--- src/rtl/instr_fetch_reg_if.sv ---
// Instruction-memory read port shared by the fetch stage and the memory.
// The fetch side is the master; the memory answers with IMemReady/IMemData.
interface instr_fetch_reg_if;
    logic        IMemReq;
    logic [31:0] IMemAddr;
    logic        IMemReady;
    logic [31:0] IMemData;

    modport master (
        output IMemReq,
        output IMemAddr,
        input  IMemReady,
        input  IMemData
    );

    modport slave (
        input  IMemReq,
        input  IMemAddr,
        output IMemReady,
        output IMemData
    );
endinterface

--- src/rtl/instr_fetch_reg.sv ---
// Multi-cycle fetch stage: PC register, one IMEM read per FetchStart, IR + decode.
// Optional macro FETCH_TIMEOUT_EN aborts a read after TIMEOUT_CYCLES and sets FetchError.
module instr_fetch_reg #(
    parameter logic [31:0] PC_RESET       = 32'h0000_0000,
    parameter int unsigned TIMEOUT_CYCLES = 16
) (
    input  logic        CLK,
    input  logic        Reset,
    input  logic        FetchStart,
    input  logic        PCWrite,
    input  logic [31:0] PCNext,
    instr_fetch_reg_if.master imem,
    output logic        IRValid,
    output logic        FetchBusy,
    output logic [31:0] PC,
    output logic [31:0] PCPlus4,
    output logic [31:0] Instruction,
    output logic [5:0]  Opcode,
    output logic [4:0]  Rs,
    output logic [4:0]  Rt,
    output logic [4:0]  Rd,
    output logic [4:0]  Shamt,
    output logic [5:0]  Funct,
    output logic [15:0] InstructLow16bits,
    output logic        FetchError
);

    localparam logic [0:0] IDLE = 1'b0;
    localparam logic [0:0] REQ  = 1'b1;

    if (TIMEOUT_CYCLES < 1 || TIMEOUT_CYCLES > 255) begin : g_bad_timeout
        $error("TIMEOUT_CYCLES must be in 1..255");
    end

    logic [0:0]  state;
    logic [31:0] pc_q;
    logic [31:0] fetch_addr;
    logic [31:0] ir;
    logic        ir_valid;
    logic        timeout;
    logic [31:0] pc_next_aligned;
    logic        unused_pcnext_low;

    // Low address bits are always forced to a word boundary.
    assign pc_next_aligned   = {PCNext[31:2], 2'b00};
    assign unused_pcnext_low = ^PCNext[1:0];

`ifdef FETCH_TIMEOUT_EN
    localparam logic [7:0] LAST_CYCLE = 8'(TIMEOUT_CYCLES - 1);

    logic [7:0] wait_cnt;
    logic       fetch_error;

    // Abort when the final counted REQ cycle passes with no ready; ready wins.
    assign timeout = (state == REQ) && !imem.IMemReady && (wait_cnt == LAST_CYCLE);

    // Count REQ cycles from entry; record a sticky error on abort.
    always_ff @(posedge CLK) begin
        if (Reset) begin
            wait_cnt    <= 8'd0;
            fetch_error <= 1'b0;
        end else if (state == IDLE) begin
            wait_cnt <= 8'd0;
        end else begin
            wait_cnt <= wait_cnt + 8'd1;
            if (timeout) begin
                fetch_error <= 1'b1;
            end
        end
    end

    assign FetchError = fetch_error;
`else
    assign timeout    = 1'b0;
    assign FetchError = 1'b0;
`endif

    // PC register; PCWrite may load it in any FSM state.
    always_ff @(posedge CLK) begin
        if (Reset) begin
            pc_q <= {PC_RESET[31:2], 2'b00};
        end else if (PCWrite) begin
            pc_q <= pc_next_aligned;
        end
    end

    // Fetch FSM: latch the address on start, capture IR when memory is ready.
    always_ff @(posedge CLK) begin
        if (Reset) begin
            state      <= IDLE;
            fetch_addr <= 32'd0;
            ir         <= 32'd0;
            ir_valid   <= 1'b0;
        end else begin
            unique case (state)
                IDLE: begin
                    if (FetchStart) begin
                        state      <= REQ;
                        fetch_addr <= PCWrite ? pc_next_aligned : pc_q;
                        ir_valid   <= 1'b0;
                    end
                end
                REQ: begin
                    if (imem.IMemReady) begin
                        ir       <= imem.IMemData;
                        ir_valid <= 1'b1;
                        state    <= IDLE;
                    end else if (timeout) begin
                        state <= IDLE;
                    end
                end
            endcase
        end
    end

    assign imem.IMemReq  = (state == REQ);
    assign imem.IMemAddr = fetch_addr;
    assign FetchBusy     = (state == REQ);
    assign IRValid       = ir_valid;

    assign PC                = pc_q;
    assign PCPlus4           = pc_q + 32'd4;
    assign Instruction       = ir;
    assign Opcode            = ir[31:26];
    assign Rs                = ir[25:21];
    assign Rt                = ir[20:16];
    assign Rd                = ir[15:11];
    assign Shamt             = ir[10:6];
    assign Funct             = ir[5:0];
    assign InstructLow16bits = ir[15:0];

endmodule
--- src/flat_wrapper.sv ---
// flat-port wrapper written by rule: the top's interface ports become plain ports
module instr_fetch_reg_flat 
#(
    parameter logic [31:0] PC_RESET       = 32'h0000_0000,
    parameter int unsigned TIMEOUT_CYCLES = 16
)
  (CLK, Reset, FetchStart, PCWrite, PCNext, IRValid, FetchBusy, PC, PCPlus4, Instruction, Opcode, Rs, Rt, Rd, Shamt, Funct, InstructLow16bits, FetchError, imem_IMemReq, imem_IMemAddr, imem_IMemReady, imem_IMemData);
  instr_fetch_reg_if imem_i ();
  input  logic CLK;
  input  logic Reset;
  input  logic FetchStart;
  input  logic PCWrite;
  input  logic [31:0] PCNext;
  output logic IRValid;
  output logic FetchBusy;
  output logic [31:0] PC;
  output logic [31:0] PCPlus4;
  output logic [31:0] Instruction;
  output logic [5:0] Opcode;
  output logic [4:0] Rs;
  output logic [4:0] Rt;
  output logic [4:0] Rd;
  output logic [4:0] Shamt;
  output logic [5:0] Funct;
  output logic [15:0] InstructLow16bits;
  output logic FetchError;
  output wire logic [$bits(imem_i.IMemReq)-1:0] imem_IMemReq;
  output wire logic [$bits(imem_i.IMemAddr)-1:0] imem_IMemAddr;
  input wire logic [$bits(imem_i.IMemReady)-1:0] imem_IMemReady;
  input wire logic [$bits(imem_i.IMemData)-1:0] imem_IMemData;
  assign imem_IMemReq = imem_i.IMemReq;
  assign imem_IMemAddr = imem_i.IMemAddr;
  assign imem_i.IMemReady = imem_IMemReady;
  assign imem_i.IMemData = imem_IMemData;
  instr_fetch_reg #(.PC_RESET(PC_RESET), .TIMEOUT_CYCLES(TIMEOUT_CYCLES)) u_core (.CLK(CLK), .Reset(Reset), .FetchStart(FetchStart), .PCWrite(PCWrite), .PCNext(PCNext), .imem(imem_i), .IRValid(IRValid), .FetchBusy(FetchBusy), .PC(PC), .PCPlus4(PCPlus4), .Instruction(Instruction), .Opcode(Opcode), .Rs(Rs), .Rt(Rt), .Rd(Rd), .Shamt(Shamt), .Funct(Funct), .InstructLow16bits(InstructLow16bits), .FetchError(FetchError));
endmodule
--- config.mk ---
export PLATFORM = sky130hd
export DESIGN_NAME = instr_fetch_reg_flat
export DESIGN_NICKNAME = d
export VERILOG_FILES = /design/src/rtl/instr_fetch_reg_if.sv /design/src/rtl/instr_fetch_reg.sv /design/src/flat_wrapper.sv
export SDC_FILE = /design/constraint.sdc
export NUM_CORES = 1
export LEC_CHECK = 0
export BUFFER_PORTS_ARGS = -buffer_cell sky130_fd_sc_hd__buf_2
export CORE_MARGIN = 2
export CORE_UTILIZATION = 49
export CTS_BUF_LIST = sky130_fd_sc_hd__clkbuf_4
export DETAILED_ROUTE_END_ITERATION = 8
export PLACE_DENSITY = 0.91
export SYNTH_ARGS = -nofsm -noshare
export SYNTH_HDL_FRONTEND = slang
export SYNTH_SLANG_ARGS = --single-unit
--- constraint.sdc ---
create_clock -name CLK -period 2.2 [get_ports CLK]
set_input_delay 0.22 -clock CLK [delete_from_list [all_inputs] [get_ports CLK]]
set_output_delay 0.22 -clock CLK [all_outputs]
set_load 0.05 [all_outputs]
Word level (Yosys, flattened, before mapping):

Cells that the tools add are included.

* $add $sub $neg: 1
* equal/unequal tests: 2
* multiplexer cells: 7
* bitwise logic cells: 1
* reductions and logical operators: 3

Operator list (number)
* adder 32 x 3 -> 32 bit, second input constant: 1
* 2-to-1 mux 32 bit: 1
* AND reduction 2 bit: 3
* 2-to-1 mux 1 bit: 4
* inequality test 2 bit, second input constant: 2
* case mux 1 bit (2 select lines): 2
* NOT 1 bit: 1

* register bits: 98
* bits of input ports: 69
* output and inout port bits: 180
* logic and storage cells: 19

Longest topological paths before layout:

* word-level depth: 3
* depth in mapped cells: 5

Least setup slack after synthesis:

No wires, ideal clock.

* path type: register to output
* start point: reg u_core.pc_q[2], in the netlist u_core.PC[2]
* end point: out PCPlus4[10]
* arrival time: 2431 ps
* required time: 1980 ps
* slack: -451 ps
* stages on the path, launching flop included: 6
* cells stage by stage: dfxtp_1 ha_1 nand3_2 nor2_1 and3_1 xor2_1

* longest elaborated chain between the ends: 1

Ends and longest elaborated chain
* start, declared: line instr_fetch_reg.sv:36 `logic [31:0] pc_q;`
* start signal, assigned: line instr_fetch_reg.sv:81 `pc_q <= {PC_RESET[31:2], 2'b00};`
* start signal, assigned: line instr_fetch_reg.sv:83 `pc_q <= pc_next_aligned;`
* adder 32 x 3 -> 32 bit: line instr_fetch_reg.sv:122 `assign PCPlus4 = pc_q + 32'd4;`
* end, declared: line flat_wrapper.sv:17 `output logic [31:0] PCPlus4;`

No other way between the ends.

Worst setup path in the final report:

* start point: reg u_core.pc_q[23], in the netlist u_core.PC[23]
* end point: out PCPlus4[30]

Same word-level chain as after synthesis.

==> impl_summary.log <==
[metrics] synthesized instance count: 464
[metrics] area overhead of the layout relative to synthesis: 44.5%
[metrics] die height: 98.0 um
[metrics] status: finished, violations left
[metrics] count of endpoints failing setup in the final report: 8
[metrics] final cycle utilization of the critical path: 103%
[metrics] synthesized netlist net count: 534
[metrics] Final WS setup: -0.0609 ns
[metrics] clock tree from TritonCTS: built
[metrics] worst clock skew on the final layout: roughly 0.023 ns
[metrics] Final Power: 0.00411 W
[metrics] Worst Hold Endpoint: u_core.Instruction[28]
[metrics] register-to-register setup slack: roughly 0.85 ns
[metrics] number of sinks driven by the clock tree: 98
[metrics] start point of the worst hold path: imem_IMemData[28]
[metrics] Worst R2R End: u_core.Instruction[30]
[metrics] Slew Limit Fails: 0
[metrics] static power due to leakage: between 3 and 4 nW
[metrics] routability-driven placement congestion ratio: 0.895
[metrics] max cap viols: 0
[metrics] number of enable flip-flop cells after synthesis: 0
[metrics] post-detail-place hpwl: 9000 um
[metrics] residual DRC count: 0
[metrics] Tot GR Track Use: 26.2%
[metrics] Seq/Total Area, Yosys: between 40 and 50%
[metrics] setup repair after global routing missed its margin: yes
[metrics] Post-synth top flop: sky130_fd_sc_hd__dfxtp_1
[metrics] reg2reg path depth: 4
[metrics] Worst Hold Depth: 3
[metrics] Post-Place Setup Slack: 0.175 ns
[metrics] launching point of the worst reg2reg path: u_core.FetchBusy
[metrics] power density relative to cell area: 657 nW/um^2
[metrics] number of antenna violations at the first check in global routing: 0
[metrics] Period minus WS final: 2.26 ns
[metrics] CTS Buf Count: 9
[metrics] final wirelength: about 14000 um
[metrics] area of the placeable core: 8640 um^2
[metrics] number of distinct library cells after synthesis: 35
[metrics] Ports: 249
[metrics] total gr overflow: 0
[metrics] area enclosed by the die boundary: roughly 9600 um^2
[metrics] Iter 0 DRT Violations: 140
[metrics] post-route antenna net violation count: 0
[metrics] crit path max fanout: 4
[metrics] library cell used as clock root buffer: sky130_fd_sc_hd__clkbuf_4
[metrics] number of global-route vias before repair: 4029
[metrics] crit start category: flip-flop
[metrics] Synthesis Warnings: 0
[metrics] worst-case clock buffer depth: 2
[metrics] net count reported at finish: 763
[metrics] CTS HTree Levels: 3
[metrics] vias after detailed routing: roughly 4.2k
[metrics] kind of path behind the tightest hold check: in2reg
[metrics] top achievable clock speed: roughly 440 MHz
[metrics] violated checks: setup timing
[metrics] Worst-path clk slew: 0.15 ns
[metrics] type of the worst setup path: reg2out
[metrics] Worst EP arrival: approximately 2 ns
[metrics] Cell Area, Synth: about 4300 um^2
[metrics] total number of placement rows: 34
[metrics] synthesized flop and latch total: a little under 100
[metrics] Mapped Avg Cell Area: 9.34 um^2
[metrics] total of buffers placed on input and output ports: 245
[metrics] via-per-instance ratio: 5.24
[metrics] kind of end point of the critical path: primary output
[metrics] largest net degree at the start of global routing: 66
[metrics] required time reported for the critical path endpoint: 1.98 ns
[metrics] die width: approximately 98 um
[metrics] number of diodes added for antenna fixing: 0
[metrics] insertion delay of the later-clocked pin in the worst-skew pair: roughly 0.41 ns
[metrics] count of endpoints failing hold in the final timing report: 0
[metrics] largest voltage drop on the vdd net: between 0.4 and 0.5 mV
[metrics] initial core utilization: 50.2%
[metrics] first drt pass iteration count: 4
[metrics] mean routed wirelength per cell: 17.0 um
[metrics] global-route wire length before repair: 20200 um
[metrics] share of layout cells above drive strength 1: 52.4%
[metrics] asr flop ratio synth: 0%
[worst max-delay path, cell delays in order, from the launching register on]
cell and delay [ns]:
sky130_fd_sc_hd__dfxtp_4 0.40, sky130_fd_sc_hd__and4_4 0.25, sky130_fd_sc_hd__nand4_1 0.17, sky130_fd_sc_hd__buf_4 0.20, sky130_fd_sc_hd__nor3_4 0.17, sky130_fd_sc_hd__xnor2_1 0.17, sky130_fd_sc_hd__buf_4 0.25
[sequential cells by signal (all words and copies together), names as in the netlist]
register              count
u_core.Instruction       32
u_core.PC                32
u_core.imem.IMemAddr     32
u_core.FetchBusy          1
u_core.IRValid            1
[kinds of logic after synthesis]
kind of cell | Yosys count | share of synthesized area [%]
other | 1 | 0.0866
DFF | 98 | 45.3
buffers and inverters | 85 | 12.2
and+or+nand+nor | 156 | 19.2
xor gates and xnor gates | 28 | 5.66
AOI/OAI and AO/OA | 65 | 10.3
muxes | 30 | 6.93
adders and majority gates | 1 | 0.289
[report_power, final]
group | total, W | internal (W) | switching, W
clock network | 0.000807 | 0.000230 | 0.000578
registers | 0.00199 | 0.00189 | 0.000103
logic | 0.00131 | 0.000360 | 0.000954
[final cells by class]
class	count	area, um^2
Clock buffer	9	67.6
Clock inverter	7	45.0
Fill cell	628	2380
Inverter	6	22.5
Multi-Input combinational cell	281	2130
Sequential cell	98	2040
Tap cell	108	135
Timing Repair Buffer	297	1820
[routing by layer]
metal  routed length [um]  GRT usage [%]
met1                 4900           29.2
met2                 7140           46.3
met3                  898           4.87
met4                  744           15.5
met5                    0              0
[worst max-delay path by stage]
stage                        from          end  slack, ns
finish              u_core.PC[23]  PCPlus4[30]      -0.06
global route        u_core.PC[23]  PCPlus4[30]      -0.16
CTS                 u_core.PC[14]  PCPlus4[20]      -0.02
detailed placement   u_core.PC[2]  PCPlus4[24]       0.17
global placement    u_core.PC[10]  PCPlus4[20]       0.23
floorplan            u_core.PC[2]  PCPlus4[10]      -0.01
[cell usage after synthesis, types with 3 or more instances]
master	n	area share [%]
sky130_fd_sc_hd__dfxtp_1	98	45
sky130_fd_sc_hd__nand2_1	74	6.4
sky130_fd_sc_hd__buf_4	52	9.0
sky130_fd_sc_hd__nor2_1	37	3.2
sky130_fd_sc_hd__a21oi_1	32	3.7
sky130_fd_sc_hd__o22a_1	32	6.5
sky130_fd_sc_hd__mux2i_1	30	6.9
sky130_fd_sc_hd__xor2_1	18	3.6
sky130_fd_sc_hd__clkbuf_1	16	1.4
sky130_fd_sc_hd__xnor2_1	10	2.0
sky130_fd_sc_hd__nand3_1	8	0.92
sky130_fd_sc_hd__buf_2	6	0.69
sky130_fd_sc_hd__inv_1	6	0.52
sky130_fd_sc_hd__nor3_2	5	1.2
sky130_fd_sc_hd__buf_1	4	0.35
sky130_fd_sc_hd__and2_1	3	0.43
sky130_fd_sc_hd__and3_1	3	0.43
sky130_fd_sc_hd__and4_4	3	0.78
sky130_fd_sc_hd__nor4_1	3	0.43
[cells in the final DEF, fill, tap and decap left out, types with 3 or more instances in the layout]
| cell type | Yosys | layout |
|---|---|---|
| sky130_fd_sc_hd__and3_4 | 0 | 3 |
| sky130_fd_sc_hd__buf_4 | 52 | 34 |
| sky130_fd_sc_hd__o22a_1 | 32 | 32 |
| sky130_fd_sc_hd__nand2_1 | 74 | 74 |
| sky130_fd_sc_hd__a21oi_1 | 32 | 32 |
| sky130_fd_sc_hd__xor2_2 | 0 | 15 |
| sky130_fd_sc_hd__buf_2 | 6 | 226 |
| sky130_fd_sc_hd__xnor2_1 | 10 | 10 |
| sky130_fd_sc_hd__buf_12 | 0 | 4 |
| sky130_fd_sc_hd__dlygate4sd3_1 | 0 | 19 |
| sky130_fd_sc_hd__dfxtp_4 | 0 | 19 |
| sky130_fd_sc_hd__nor4_4 | 2 | 7 |
| sky130_fd_sc_hd__inv_1 | 6 | 6 |
| sky130_fd_sc_hd__xor2_1 | 18 | 3 |
| sky130_fd_sc_hd__dfxtp_2 | 0 | 6 |
| sky130_fd_sc_hd__nor3_4 | 2 | 6 |
| sky130_fd_sc_hd__buf_6 | 1 | 13 |
| sky130_fd_sc_hd__dfxtp_1 | 98 | 73 |
| sky130_fd_sc_hd__mux2i_1 | 30 | 30 |
| sky130_fd_sc_hd__nand3_4 | 0 | 3 |
| sky130_fd_sc_hd__and4_4 | 3 | 4 |
| sky130_fd_sc_hd__nand3_1 | 8 | 7 |
| sky130_fd_sc_hd__nor2_1 | 37 | 34 |
| sky130_fd_sc_hd__clkbuf_4 | 0 | 9 |
[repair_timing]
| action | 4_1_cts | 5_1_grt |
|---|---|---|
| buffers inserted | 14 | 9 |
| resized for setup | 73 | 17 |
| hold buffers | 18 | 1 |
| pin swaps | 8 | 7 |
| endpoints found under the setup margin | 20 | 17 |
| endpoints found under the hold margin | 18 | 1 |
[per-stage QoR]
stage	util, %	instance area [um^2]	cells	hold WS, ns	TNS (ns)
global route	72.5	6260	806	0.00621	-1.02
CTS	70.6	6100	796	0.000143	-0.0194
floorplan	-	4480	464	0.356	-0.0191
global placement	62.9	5440	748	0.447	0
finish	72.5	6260	806	0.0343	-0.178
detailed placement	62.9	5440	748	0.460	0
Note: power is estimated with default switching activity, not from simulation.
